==> config.mk <==
export PLATFORM = sky130hd
export DESIGN_NAME = imem_loader
export DESIGN_NICKNAME = d
export VERILOG_FILES = /design/src/rtl/params_pkg.sv /design/src/rtl/imem_loader_packer.sv /design/src/rtl/imem_loader.sv
export SDC_FILE = /design/constraint.sdc
export NUM_CORES = 1
export LEC_CHECK = 0
export CORE_UTILIZATION = 55
export CTS_BUF_LIST = sky130_fd_sc_hd__clkbuf_4 sky130_fd_sc_hd__clkbuf_8
export CTS_CLUSTER_SIZE = 20
export DETAILED_ROUTE_END_ITERATION = 16
export GPL_ROUTABILITY_DRIVEN = 0
export PLACE_DENSITY = 0.8
export REMOVE_ABC_BUFFERS = 1
export SETUP_SLACK_MARGIN = 0.02
export SYNTH_ARGS = -nofsm -noshare
export SYNTH_HDL_FRONTEND = slang
export SYNTH_HIERARCHICAL = 1
export SYNTH_SLANG_ARGS = --single-unit
==> constraint.sdc <==
create_clock -name clk -period 7.3 [get_ports clk]
set_input_delay 1.825 -clock clk [delete_from_list [all_inputs] [get_ports clk]]
set_output_delay 1.825 -clock clk [all_outputs]
set_load 0.01 [all_outputs]
==> src/rtl/params_pkg.sv <==
// params_pkg: shared constants and types for the instruction-memory loader.
//   INSTRUCTION_MEMORY_ADDRESS_WIDTH : default word-address width of the imem write port
//   INSTRUCTION_WIDTH                : instruction word width (32)
//   LOADER_COUNT_WIDTH               : width of the image word count and word index
//   loader_state_t                   : loader FSM state encoding
package params_pkg;

    localparam int INSTRUCTION_MEMORY_ADDRESS_WIDTH = 10;
    localparam int INSTRUCTION_WIDTH                = 32;
    localparam int LOADER_COUNT_WIDTH               = 16;

    typedef enum logic [1:0] {
        LEN_LO = 2'd0,
        LEN_HI = 2'd1,
        DATA   = 2'd2,
        DONE   = 2'd3
    } loader_state_t;

endpackage

==> src/rtl/imem_loader_packer.sv <==
// byte_word_packer: collects four stream bytes into one little-endian 32-bit word.
//   clk, rst      : clock, synchronous active-high reset
//   clear         : restart packing at byte 0 (load restart)
//   byte_valid    : a byte is accepted this cycle
//   byte_data     : the accepted byte
//   word_valid    : one-cycle pulse in the cycle the 4th byte is accepted
//   word_data     : assembled word, meaningful while word_valid is high
module byte_word_packer (
    input  logic        clk,
    input  logic        rst,
    input  logic        clear,
    input  logic        byte_valid,
    input  logic [7:0]  byte_data,
    output logic        word_valid,
    output logic [31:0] word_data
);

    logic [1:0]  byte_cnt;
    logic [23:0] low_bytes;

    // The 4th byte is not stored; it is combined directly so the word is
    // available in the same cycle as its final handshake.
    assign word_valid = byte_valid && (byte_cnt == 2'd3);
    assign word_data  = {byte_data, low_bytes};

    always_ff @(posedge clk) begin
        if (rst || clear) begin
            byte_cnt  <= 2'd0;
            low_bytes <= 24'd0;
        end else if (byte_valid) begin
            case (byte_cnt)
                2'd0:    low_bytes[7:0]   <= byte_data;
                2'd1:    low_bytes[15:8]  <= byte_data;
                2'd2:    low_bytes[23:16] <= byte_data;
                default: ;
            endcase
            byte_cnt <= byte_cnt + 2'd1;
        end
    end

endmodule

==> src/rtl/imem_loader.sv <==
// imem_loader: boot-time loader writing a length-prefixed byte stream into the
// instruction memory while holding the core in reset.
//   clk, rst            : clock, synchronous active-high reset
//   in_valid/in_data    : incoming stream byte
//   in_ready            : byte accepted when in_valid && in_ready
//   reload              : restart a load (only acted on once the load is done)
//   mem_w_en/addr/data  : registered one-cycle instruction memory write
//   core_rst            : held high until one cycle after the final write
//   done                : load complete
//   overflow            : sticky, image longer than the memory
//   checksum            : XOR of every assembled word
//
// state  | meaning
// LEN_LO | waiting for low byte of word count
// LEN_HI | waiting for high byte of word count
// DATA   | receiving image bytes, writing each completed word
// DONE   | load finished, core released, waiting for reload
module imem_loader
    import params_pkg::*;
#(
    parameter int ADDR_WIDTH = INSTRUCTION_MEMORY_ADDRESS_WIDTH,
    parameter int WORD_WIDTH = INSTRUCTION_WIDTH
) (
    input  logic                  clk,
    input  logic                  rst,
    input  logic                  in_valid,
    input  logic [7:0]            in_data,
    output logic                  in_ready,
    input  logic                  reload,
    output logic                  mem_w_en,
    output logic [ADDR_WIDTH-1:0] mem_w_addr,
    output logic [WORD_WIDTH-1:0] mem_w_data,
    output logic                  core_rst,
    output logic                  done,
    output logic                  overflow,
    output logic [WORD_WIDTH-1:0] checksum
);

    loader_state_t                 state;
    logic [LOADER_COUNT_WIDTH-1:0] word_count;
    logic [LOADER_COUNT_WIDTH-1:0] word_idx;
    logic                          fire;
    logic                          do_reload;
    logic                          addr_oob;
    logic                          last_word;
    logic                          word_valid;
    logic [31:0]                   word_data;

    assign in_ready  = (state != DONE);
    assign fire      = in_valid && in_ready;
    assign do_reload = (state == DONE) && reload;
    // Index beyond the memory: word is still consumed and checksummed, but not written.
    assign addr_oob  = (32'(word_idx) >= (32'd1 << ADDR_WIDTH));
    assign last_word = (word_idx == word_count - 16'd1);

    byte_word_packer u_packer (
        .clk        (clk),
        .rst        (rst),
        .clear      (do_reload),
        .byte_valid (fire && (state == DATA)),
        .byte_data  (in_data),
        .word_valid (word_valid),
        .word_data  (word_data)
    );

    always_ff @(posedge clk) begin
        if (rst) begin
            state      <= LEN_LO;
            word_count <= '0;
            word_idx   <= '0;
            mem_w_en   <= 1'b0;
            mem_w_addr <= '0;
            mem_w_data <= '0;
            core_rst   <= 1'b1;
            done       <= 1'b0;
            overflow   <= 1'b0;
            checksum   <= '0;
        end else begin
            mem_w_en <= 1'b0;
            case (state)
                LEN_LO: begin
                    if (fire) begin
                        word_count[7:0] <= in_data;
                        state           <= LEN_HI;
                    end
                end
                LEN_HI: begin
                    if (fire) begin
                        word_count[15:8] <= in_data;
                        if ({in_data, word_count[7:0]} == 16'd0) begin
                            state <= DONE;
                            done  <= 1'b1;
                        end else begin
                            state <= DATA;
                        end
                    end
                end
                DATA: begin
                    if (word_valid) begin
                        mem_w_en   <= !addr_oob;
                        mem_w_addr <= word_idx[ADDR_WIDTH-1:0];
                        mem_w_data <= word_data;
                        checksum   <= checksum ^ word_data;
                        word_idx   <= word_idx + 16'd1;
                        if (addr_oob) overflow <= 1'b1;
                        if (last_word) begin
                            state <= DONE;
                            done  <= 1'b1;
                        end
                    end
                end
                DONE: begin
                    if (reload) begin
                        state      <= LEN_LO;
                        done       <= 1'b0;
                        core_rst   <= 1'b1;
                        word_count <= '0;
                        word_idx   <= '0;
                        checksum   <= '0;
                        overflow   <= 1'b0;
                    end else begin
                        // Released one cycle after done so the last write lands first.
                        core_rst <= 1'b0;
                    end
                end
                default: state <= LEN_LO;
            endcase
        end
    end

endmodule

---- Yosys cells after proc, flatten, opt, wreduce, memory -nomap -nowiden ----
Cells that the tools add are included.
storage, ports and cells
  flip-flop bits (word level) ............. 138
  input port bits ......................... 12
operators by class
  eq/ne operators ......................... 15
  mux-type cells .......................... 26
  bitwise operators ....................... 3
  $add $sub $neg .......................... 3
  $lt $le $gt $ge ......................... 1
  reduce and logical (&&, ||, !) cells .... 24
operator list
  operator                                                number
  two-way mux 32 bit                                      2
  one-hot mux 32 bit (2 select lines)                     1
  two-way mux 16 bit                                      2
  one-hot mux 16 bit (2 select lines)                     1
  one-hot mux 8 bit (2 select lines)                      2
  bitwise XOR 32 bit                                      1
  adder 16 x 1 -> 16 bit (second input constant)          1
  equality test 16 bit                                    1
  >= comparator 16 x 11 -> 1 bit (second input constant)  1
  logical NOT 16 bit                                      1
  subtractor 16 x 1 -> 16 bit (second input constant)     1
  != test 2 bit (second input constant)                   7
  two-way mux 2 bit                                       5
  two-way mux 1 bit                                       9
  AND reduction 3 bit                                     3
  equality test 2 bit (second input constant)             4
  two-way mux 8 bit                                       1
  one-hot mux 2 bit (4 select lines)                      1
  AND reduction 2 bit                                     4
  AND reduction 6 bit                                     1
  nonzero test 2 bit                                      3
  AND reduction 5 bit                                     1
  equality test 2 x 1 -> 1 bit (second input constant)    2
  logical AND 1 bit                                       4
  11 further kinds                                        13

---- Logic depth before layout (Yosys ltp) ----
Gate-level depths: netlist of run 1.
  depth after elaboration ................. 6
  gate-level depth with buffers ........... 13
  gate-level depth less buffers ........... 10

---- Modules after synthesis ----
Netlist of run 1, hierarchy kept.
by module, submodules not included
  module            instances  cells an instance  area an instance (um^2)
  imem_loader       1          604                4,968.5
  byte_word_packer  1          133                1,390.1

---- Worst setup path after synthesis of run 1 ----
Ideal clock, no wire load.
  path kind ............................... in2reg
  start ................................... input port in_valid
  end ..................................... register done
  buffers on the path ..................... 2
  path slack .............................. 3.235 ns
  cell stages on the path ................. 11
  library setup time ...................... 0.121 ns
  arrival ................................. 3.944 ns
  path through ............................ nor2b_1 > and2_1 > buf_6 > buf_2 > and2_1 > nand3_1 > a2111oi_2 > o2111ai_1 > o41ai_4 > o21ai_2 > mux2_4
on the way
  word-level cells in the longest chain between the ends .. 5
  elaborated cells between the ends (all ways) .. 6
  those cells by class .................... eq/ne: 2; reduce/logical: 4
ends and longest elaborated chain
  item                                     line                      source
  from (decl)                              imem_loader.sv:26         input logic in_valid,
  logical AND 1 bit                        imem_loader.sv:50         assign fire = in_valid && in_ready;
  logical AND 1 bit                        imem_loader.sv:60         .byte_valid (fire && (state == DATA)),
  logical AND 1 bit                        imem_loader_packer.sv:23  assign word_valid = byte_valid && (byte_cnt == 2'd3);
  net word_valid                           imem_loader.sv:46         logic word_valid;
  != test 2 x 1 -> 1 bit (no source line)  --
  AND reduction 6 bit (no source line)     --
  to (signal assigned)                     imem_loader.sv:75         done <= 1'b0;
  to (signal assigned)                     imem_loader.sv:92         done <= 1'b1;
  to (signal assigned)                     imem_loader.sv:108        done <= 1'b1;
  to (decl)                                imem_loader.sv:34         output logic done,
The timed path passes the listed nets, and every way through them passes these cells.
A chain may end at the register's enable or synchronous reset.

---- Worst setup path in the final report of run 1 ----
  start ................................... input port in_valid
  end ..................................... register word_idx[14]
on the way
  word-level cells in the longest chain between the ends .. 5
ends and longest elaborated chain
  item                                     line                      source
  logical AND 1 bit                        imem_loader.sv:50
  logical AND 1 bit                        imem_loader.sv:60
  logical AND 1 bit                        imem_loader_packer.sv:23
  net word_valid                           imem_loader.sv:46
  != test 2 x 1 -> 1 bit (no source line)  --
  AND reduction 3 bit (no source line)     --
  to (signal assigned)                     imem_loader.sv:104        word_idx <= word_idx + 16'd1;
  to (decl)                                imem_loader.sv:41         logic [LOADER_COUNT_WIDTH-1:0] word_idx;
The timed path passes the listed nets, and every way through them passes these cells.

==> out/results.tsv, run 1 <==
stage	metric	value	unit
sta	fin_tns_setup	0	ps
finish	multi_input_area	0.00321	mm2
logic_synthesis	avgSynthCellArea	8.63	um2
detailed_routing	drtIter0Drc	320	
setup_path	crit_slowest_cell	and2_2	
logic_synthesis	ys_seq_elements	138	
setup_path	cpMostUsedCell	nor2b_1	
floorplanning	placementRows	38	
global_routing	grt_max_degree	52	
clock_tree	path_clk_slew	70	ps
clock_tree	cts_resized	0	
floorplanning	core_area	0.0110	mm2
setup_path	crit_path_start_kind	input port	
pwr	seq_power_share	43.2	%
logic_synthesis	synth_edf_count	0	
sta	max_clock_freq	0.203	GHz
pwr	power_density	257	mW/mm2
sta	maxSlewHeadroom	8.98	%
pwr	p_int	1.30	mW
finish	drive_gt1_share	11.3	%
placement	portBuffers	90	
pwr	p_comb_share	25.5	%
run_status	status	completed	
logic_synthesis	synth_area_leaders	dfxtp_1 (43%), nand2_1 (7.6%), xor2_1 (6.6%), a21oi_1 (5.0%), nor2_1 (4.7%)	
detailed_routing	drt_pass1_iterations	5	
clock_tree	htree_num_levels	4	
clock_tree	cts_tree	yes	
detailed_routing	routedWlPerCell	16.8	um
setup_path	reg2reg_depth	10	
floorplanning	dieArea	0.0120	mm2
logic_synthesis	syn_inst	737	
logic_synthesis	synth_top_area_cell	dfxtp_1	
clock_tree	clockBufferDepth	2	
job	maxCapViolations	0	
hold_path	hold_class	flip-flop to flip-flop	
logic_synthesis	synth_area	0.00636	mm2
floorplanning	die_h	110	um
sta	rsz0062_at_grt	no	
placement	dpl.hpwl	10500	um
finish	diodes	0	
clock_tree	hold_buffers	0	
sta	fin_ws	2380	ps
clock_tree	cts_setup_buffers	0	
setup_path	cp.buffers_inverters	2	
pwr	leakagePower	2.70	nW
setup_path	critPathTopFamily	simple AND/OR/NAND/NOR gates	
logic_synthesis	synth_top_family_by_area	simple AND/OR/NAND/NOR gates	
global_routing	grt_pass1_vias	5248	
setup_path	path_cells	clkdlybuf4s50_1, nor2b_1, and2_2, and2_1, nor2b_1, a21oi_4, buf_4, nand3_1, or3_1, a21oi_1	
clock_tree	insertion_delay	440	ps
setup_path	cp_slowest_stage_delay	790	ps
floorplanning	initial_utilization	57.6	%
setup_path	endpoint_kind	flip-flop	
pwr	vdd.ir_drop.worst	0.112	mV
global_routing	track_usage	28.0	%
finish	seq_area	0.00276	mm2
finish	fillers	889	
logic_synthesis	synth_mux_area_share	2.60	%
sta	final.min_clock_period	4920	ps
logic_synthesis	synth_compound_area_share	14.9	%
finish	syn_to_final_growth	18.0	%
sta	period_share	67.4	%
global_routing	grt_pass1_wl	25700	um
pwr	p_sw_share	32.8	%
pwr	total_power	1.93	mW
logic_synthesis	synthArstFlopShare	0	%
logic_synthesis	yosys_warnings	6	
placement	dp_slack	1980	ps
pwr	power_switching	633	uW
setup_path	rrSetupSlack	3470	ps
detailed_routing	drt-total-wl	15800	um
finish	layout_common_cells	dfxtp_1 (138), nand2_1 (128), clkdlybuf4s50_1 (89)	
clock_tree	cts_buffers	17	
setup_path	critPathKind	input port to flip-flop	
floorplanning	ioPinCount	91	
detailed_routing	final_antenna_net_count	0	
floorplanning	die_w	110	um
sta	setup-violations-final	0	
sta	skew	9.68	ps
pwr	p_clk_share	31.3	%
setup_path	worstPathArrival	5290	ps
logic_synthesis	synth_cell_types	57	
finish	final_common_cell	dfxtp_1	
setup_path	crit_fanout	51	
logic_synthesis	synthAdderAreaFrac	2.56	%
logic_synthesis	yosysTopAreaCellShare	43.4	%
setup_path	cp.depth	10	
logic_synthesis	synth_flop_cell	dfxtp_1	
sta	hold_viol_final	0	
logic_synthesis	yosysSeqAreaShare	43.4	%
global_routing	grt.overflow.total	0	
finish	nets	816	
detailed_routing	via_count	5373	
logic_synthesis	yosys.area_share.xor_xnor	8.95	%
setup_path	worstPathRequired	7670	ps
placement	dp.cells	912	
global_routing	antenna_found_initial	0	
hold_path	min_path_cells	2	
sta	worst_pin_slew	1370	ps
sta	maxSlewViolCount	0	
clock_tree	cts_sinks	138	
detailed_routing	drc	0	
clock_tree	cts_root_buffer	clkbuf_8	
finish	instances_no_fill	943	
detailed_routing	vias_per_cell	5.70	
logic_synthesis	synth-simple-area-share	21.1	%
[layer usage]
layer  vias to the layer above  GRT usage (%)  part of all wire, %
li1                       2559              -                    -
met1                      2549           35.5                   43
met2                       227           44.7                   47
met3                        38           8.71                  8.1
met4                         0           10.8                  1.9
met5                         -              0                    0
[synthesized netlist by cell type, drive strengths merged, types with 2 or more instances]
library cell  count
nand2           128
dfxtp           138
nor3              4
nor4             12
nand4             7
nand3            34
a41o              3
and2              3
inv              13
a211oi            2
or2               2
buf              25
or3               5
a2111oi           2
a21bo            24
clkbuf           35
nor4b             2
a21oi            81
and3              3
or4               2
nor2b            11
nor3b             2
xnor2            17
ha               13
nor2             80
and4              2
mux2i            15
xor2             48
o21ai             7
[worst min-delay path, cell delays in order, from the launching register on]
cell	delay, ps
dfxtp_1	310
nand2_1	50
a21oi_1	50
[stage by stage]
step / hold slack, ps / utilization, % / area (um2)
global route: 470 / 68.0 / 7510
global placement: 441 / 64.6 / 7130
finish: 454 / 68.0 / 7510
CTS: 457 / 68.0 / 7510
floorplan: 434 / - / 5990
detailed placement: 447 / 64.6 / 7130
[power groups by stage]
stage               logic (mW)  registers [mW]  clock network (mW)
finish                   0.492           0.836               0.604
global route             0.533           0.841               0.647
CTS                      0.485           0.834               0.612
detailed placement       0.479           0.850                   0
global placement         0.462           0.847                   0
floorplan                0.333           0.846                   0
[cell families (layout without fill, tap and decap cells)]
| group | Yosys count | count (layout) |
|---|---|---|
| simple gates | 300 | 300 |
| flops | 138 | 138 |
| compound gates | 132 | 132 |
| buf+inv | 73 | 139 |
| xor+xnor | 65 | 65 |
| mux | 16 | 16 |
| fa+ha+maj | 13 | 13 |
[cell type report]
| type | instances | area share (%) |
|---|---|---|
| multi-input cells | 526 | 42.7 |
| flip-flops and latches | 138 | 36.8 |
| repair buffers | 95 | 12.4 |
| clock buffers | 19 | 3.40 |
| well taps | 140 | 2.33 |
| clock inverters | 12 | 1.67 |
| inverters | 13 | 0.650 |
[sequential cells by signal (all words and copies together), names as in the netlist]
signal and count:
checksum 32, core_rst 1, done 1, mem_w_addr 10, mem_w_data 32, mem_w_en 1, overflow 1, state 2
u_packer/byte_cnt 2, u_packer/low_bytes 24, word_count 16, word_idx 16
[path summary, 6_finish.rpt]
path	start	endpoint
min reg2reg	mem_w_addr[4]	mem_w_addr[4]
max	in_valid	word_idx[14]
min	mem_w_addr[4]	mem_w_addr[4]
max reg2reg	state[0]	word_idx[14]
No activity file was read; power rests on OpenSTA's default activity.
==> run 2: changes to the inputs <==
Clock period 7.3 ns to 4.6 ns, I/O delays scaled along.
==> out/results.tsv, run 2 (synthesis results as in run 1) <==
stage	metric	value	unit
setup_path	rrSetupSlack	1510	ps
pwr	p_int	2.16	mW
sta	hold_viol_final	0	
finish	syn_to_final_growth	19.7	%
floorplanning	die_w	110	um
clock_tree	cts_root_buffer	clkbuf_8	
clock_tree	cts_setup_buffers	0	
clock_tree	cts_tree	yes	
pwr	leakagePower	2.75	nW
setup_path	crit_slowest_cell	ha_1	
global_routing	grt_pass1_wl	25000	um
finish	fin_util	69.0	%
detailed_routing	via_count	5304	
floorplanning	ioPinCount	91	
sta	max_clock_freq	0.290	GHz
placement	portBuffers	90	
setup_path	crit_fanout	16	
placement	dpl.hpwl	10500	um
global_routing	grt.overflow.total	0	
clock_tree	htree_num_levels	4	
setup_path	critPathKind	flip-flop to output port	
sta	worst_pin_slew	1150	ps
sta	rsz0062_at_grt	no	
clock_tree	path_clk_slew	80	ps
setup_path	worstPathRequired	3450	ps
setup_path	reg2reg_from	word_count[0]	
setup_path	reg2reg_depth	9	
pwr	seq_power_share	42.0	%
sta	period_share	75.0	%
finish	largestRegisters	checksum (32), mem_w_data (32), u_packer/low_bytes (24)	
sta	setup-violations-final	0	
floorplanning	core_area	0.0110	mm2
detailed_routing	drt_pass1_iterations	5	
pwr	p_sw_share	31.7	%
global_routing	antenna_found_initial	0	
floorplanning	dieArea	0.0120	mm2
setup_path	cp-startpoint	state[1]	
setup_path	timing.rr.end	done	
job	maxCapViolations	0	
floorplanning	die_h	110	um
setup_path	worstPathArrival	2300	ps
finish	drive_gt1_share	12.1	%
clock_tree	hold_buffers	0	
clock_tree	cts_buffers	17	
setup_path	crit_path_start_kind	flip-flop	
global_routing	grt_max_degree	51	
floorplanning	placementRows	38	
detailed_routing	drt-total-wl	15500	um
finish	nets	822	
run_status	status	completed	
detailed_routing	drtIter0Drc	416	
clock_tree	cts_resized	0	
sta	maxSlewViolCount	0	
detailed_routing	final_antenna_net_count	0	
sta	maxSlewHeadroom	23.5	%
clock_tree	cts_sinks	138	
finish	final_common_cell	dfxtp_1	
detailed_routing	vias_per_cell	5.58	
placement	dp.cells	918	
pwr	vdd.ir_drop.worst	0.291	mV
global_routing	track_usage	27.3	%
pwr	p_clk_share	33.2	%
hold_path	min_from	mem_w_addr[2]	
sta	skew	10.1	ps
setup_path	endpoint_kind	output port	
hold_path	hold_class	flip-flop to flip-flop	
setup_path	cp_slowest_stage_delay	590	ps
setup_path	path_cells	ha_1, inv_1, clkdlybuf4s50_1	
pwr	power_switching	999	uW
finish	instances_no_fill	950	
pwr	p_comb_share	24.7	%
pwr	power_density	415	mW/mm2
detailed_routing	routedWlPerCell	16.4	um
clock_tree	clockBufferDepth	2	
finish	layout_common_cells	dfxtp_1 (138), nand2_1 (128), clkdlybuf4s50_1 (89)	
clock_tree	insertion_delay	450	ps
hold_path	holdPathEnd	mem_w_addr[2]	
detailed_routing	drc	0	
finish	diodes	0	
sta	final.min_clock_period	3450	ps
hold_path	min_path_cells	2	
floorplanning	initial_utilization	57.6	%
global_routing	grt_pass1_vias	5062	
## run 2: cell count changes in the layout (fill, tap and decap cells not counted), sizes merged
cell,previous run,this run
clkinvlp,3,4
bufinv,2,3
inv,14,13
buf,6,12
clkinv,6,4
clkbuf,19,21
## run 2: power groups by stage
stage                     clock network (mW)  logic, mW  registers [mW]
after global placement                     0      0.741            1.34
after floorplan                            0      0.528            1.34
after detailed placement                   0      0.765            1.35
after global routing                    1.11      0.837            1.33
final                                   1.05      0.780            1.33
after CTS                               1.06      0.769            1.32
## run 2: worst max path at each step
stage / endpoint / cells after the start
global route: in_ready / 3
global placement: done / 10
floorplan: word_idx[15] / 9
detailed placement: done / 10
CTS: done / 10
finish: in_ready / 3
## run 2: worst max-delay path: cells and delay by family (launching register included)
family / cells / cell delay [ps]
buf+inv: 2 / 860
flops: 1 / 400
fa+ha+maj: 1 / 590
## run 2: final cells by class
| cell class | instances | area, um2 |
|---|---|---|
| Clock buffer | 21 | 283 |
| Clock inverter | 11 | 144 |
| Fill cell | 861 | 3420 |
| Inverter | 13 | 48.8 |
| Multi-Input combinational cell | 526 | 3210 |
| Sequential cell | 138 | 2760 |
| Tap cell | 140 | 175 |
| Timing Repair Buffer | 101 | 991 |
## run 2: per-layer routing
layer  track usage [%]  routed length (um)  up-vias
met3              8.12                1170       34
li1                  -                   -     2562
met5                 0                   0        -
met2              42.9                7230      201
met4              11.1                 300        0
met1              35.1                6840     2507
## run 2: metrics by stage
| step | setup TNS, ps | worst slack [ps] | hold WS (ps) | power, mW | cell area (um2) |
|---|---|---|---|---|---|
| detailed placement | 0 | 711 | 449 | 2.12 | 7180 |
| global route | 0 | 1020 | 475 | 3.28 | 7610 |
| global placement | 0 | 831 | 441 | 2.09 | 7180 |
| floorplan | -6490 | -531 | 434 | 1.87 | 5990 |
| CTS | 0 | 1210 | 460 | 3.15 | 7610 |
| finish | 0 | 1150 | 456 | 3.15 | 7610 |
==> run 3: changes to the inputs <==
Settings changed: CORE_UTILIZATION 55 to 51, PLACE_DENSITY 0.8 to 0.78.
Clock period 4.6 ns to 3.12 ns, I/O delays scaled along.
==> out/results.tsv, run 3 (synthesis results as in run 1) <==
stage	metric	value	unit
finish	drive_gt1_share	14.5	%
clock_tree	cts_sinks	138	
pwr	p_sw_share	32.1	%
sta	maxSlewViolCount	0	
global_routing	grt_max_degree	60	
pwr	power_switching	1.50	mW
global_routing	track_usage	26.2	%
clock_tree	clockBufferDepth	2	
floorplanning	ioPinCount	91	
finish	nets	841	
pwr	total_power	4.68	mW
setup_path	crit_fanout	6	
clock_tree	hold_buffers	0	
detailed_routing	drt_pass1_iterations	5	
global_routing	grt_pass1_wl	26300	um
sta	period_share	95.1	%
floorplanning	dieArea	0.0129	mm2
pwr	leakagePower	2.85	nW
placement	placed_area	0.00737	mm2
clock_tree	path_clk_slew	80	ps
global_routing	grt_use_met2	43.9	%
hold_path	min_from	mem_w_addr[6]	
placement	dp_slack	-238	ps
finish	syn_to_final_growth	22.6	%
detailed_routing	drtIter0Drc	369	
clock_tree	insertion_delay	450	ps
finish	diodes	0	
hold_path	hold_class	flip-flop to flip-flop	
detailed_routing	vias_per_cell	5.43	
setup_path	worstPathArrival	3310	ps
setup_path	reg2reg_from	word_count[5]	
finish	fin_util	64.7	%
placement	dpl.hpwl	10900	um
floorplanning	die_h	114	um
sta	fin_tns_setup	0	ps
finish	design_area	0.00780	mm2
sta	hold_viol_final	0	
global_routing	busiest_layer	met2	
run_status	status	completed	
pwr	seq_power_share	41.7	%
pwr	p_int	3.18	mW
sta	skew	9.87	ps
setup_path	cp-startpoint	word_count[5]	
detailed_routing	drt-total-wl	16300	um
global_routing	antenna_found_initial	0	
setup_path	critPathKind	flip-flop to flip-flop	
detailed_routing	via_count	5414	
global_routing	grtUsageMet1	30.3	%
floorplanning	initial_utilization	52.7	%
finish	final_common_cell	dfxtp_1	
placement	portBuffers	90	
setup_path	endpoint_kind	flip-flop	
sta	final.min_clock_period	2970	ps
pwr	vdd.ir_drop.worst	0.347	mV
finish	layout_common_cells	dfxtp_1 (138), nand2_1 (128), clkdlybuf4s50_1 (89)	
sta	fin_ws	152	ps
clock_tree	htree_num_levels	4	
sta	worst_pin_slew	692	ps
setup_path	worstPathRequired	3470	ps
clock_tree	cts_tree	yes	
clock_tree	cts_root_buffer	clkbuf_8	
setup_path	crit_path_start_kind	flip-flop	
global_routing	grt_pass1_vias	5423	
sta	max_clock_freq	0.337	GHz
finish	largestRegisters	checksum (32), mem_w_data (32), u_packer/low_bytes (24)	
global_routing	gr-usage-met3	7.33	%
job	maxCapViolations	0	
global_routing	grt.overflow.total	0	
detailed_routing	drc	0	
floorplanning	die_w	114	um
floorplanning	core_area	0.0121	mm2
pwr	p_clk_share	31.8	%
sta	maxSlewHeadroom	53.5	%
pwr	p_comb_share	26.5	%
pwr	power_density	600	mW/mm2
clock_tree	cts_resized	0	
floorplanning	placementRows	40	
sta	rsz0062_at_grt	no	
clock_tree	cts_buffers	17	
sta	setup-violations-final	0	
detailed_routing	final_antenna_net_count	0	
detailed_routing	routedWlPerCell	16.3	um
clock_tree	cts_setup_buffers	0	
-- run 3: cell type report --
type	count	area [um2]
sequential	138	2760
timing repair buffer	120	1150
tap	168	210
multi-input combinational	526	3220
clock inverter	10	115
inverter	13	48.8
fill	994	4260
clock buffer	22	297
-- run 3: final timing paths --
kind / endpoint / slack [ps] / cells past startpoint
setup / recovery: state[1] / 150 / 8
hold reg to reg: mem_w_addr[6] / 450 / 2
setup reg to reg: state[1] / 150 / 8
hold / removal: mem_w_addr[6] / 450 / 2
-- run 3: power groups by stage --
stage          clock network (mW)  registers (mW)  logic, mW
2_1_floorplan                   0            1.98      0.778
3_3_place_gp                    0            1.98       1.16
3_5_place_dp                    0            1.99       1.21
4_1_cts                      1.52            1.95       1.22
5_1_grt                      1.59            1.96       1.34
6_report                     1.49            1.95       1.24
-- run 3: layer usage --
metal | up-vias | routed length (um)
met4 | 0 | 512
met2 | 176 | 7780
met3 | 37 | 1010
met1 | 2601 | 6950
li1 | 2600 | -
met5 | - | 0
-- run 3: metrics by stage --
step                hold WS [ps]  std cells
floorplan                    434        677
global placement             442        965
detailed placement           446        965
CTS                          456        997
global route                 479        997
finish                       453        997
-- run 3: critical path, cell delays in order, from the launching register on --
cell and delay (ps):
dfxtp_1 380, or4_1 660, or3_4 430, nor4b_2 350, o2111ai_2 160, o41ai_4 370
buf_4 200, a211oi_1 80, a41o_1 230
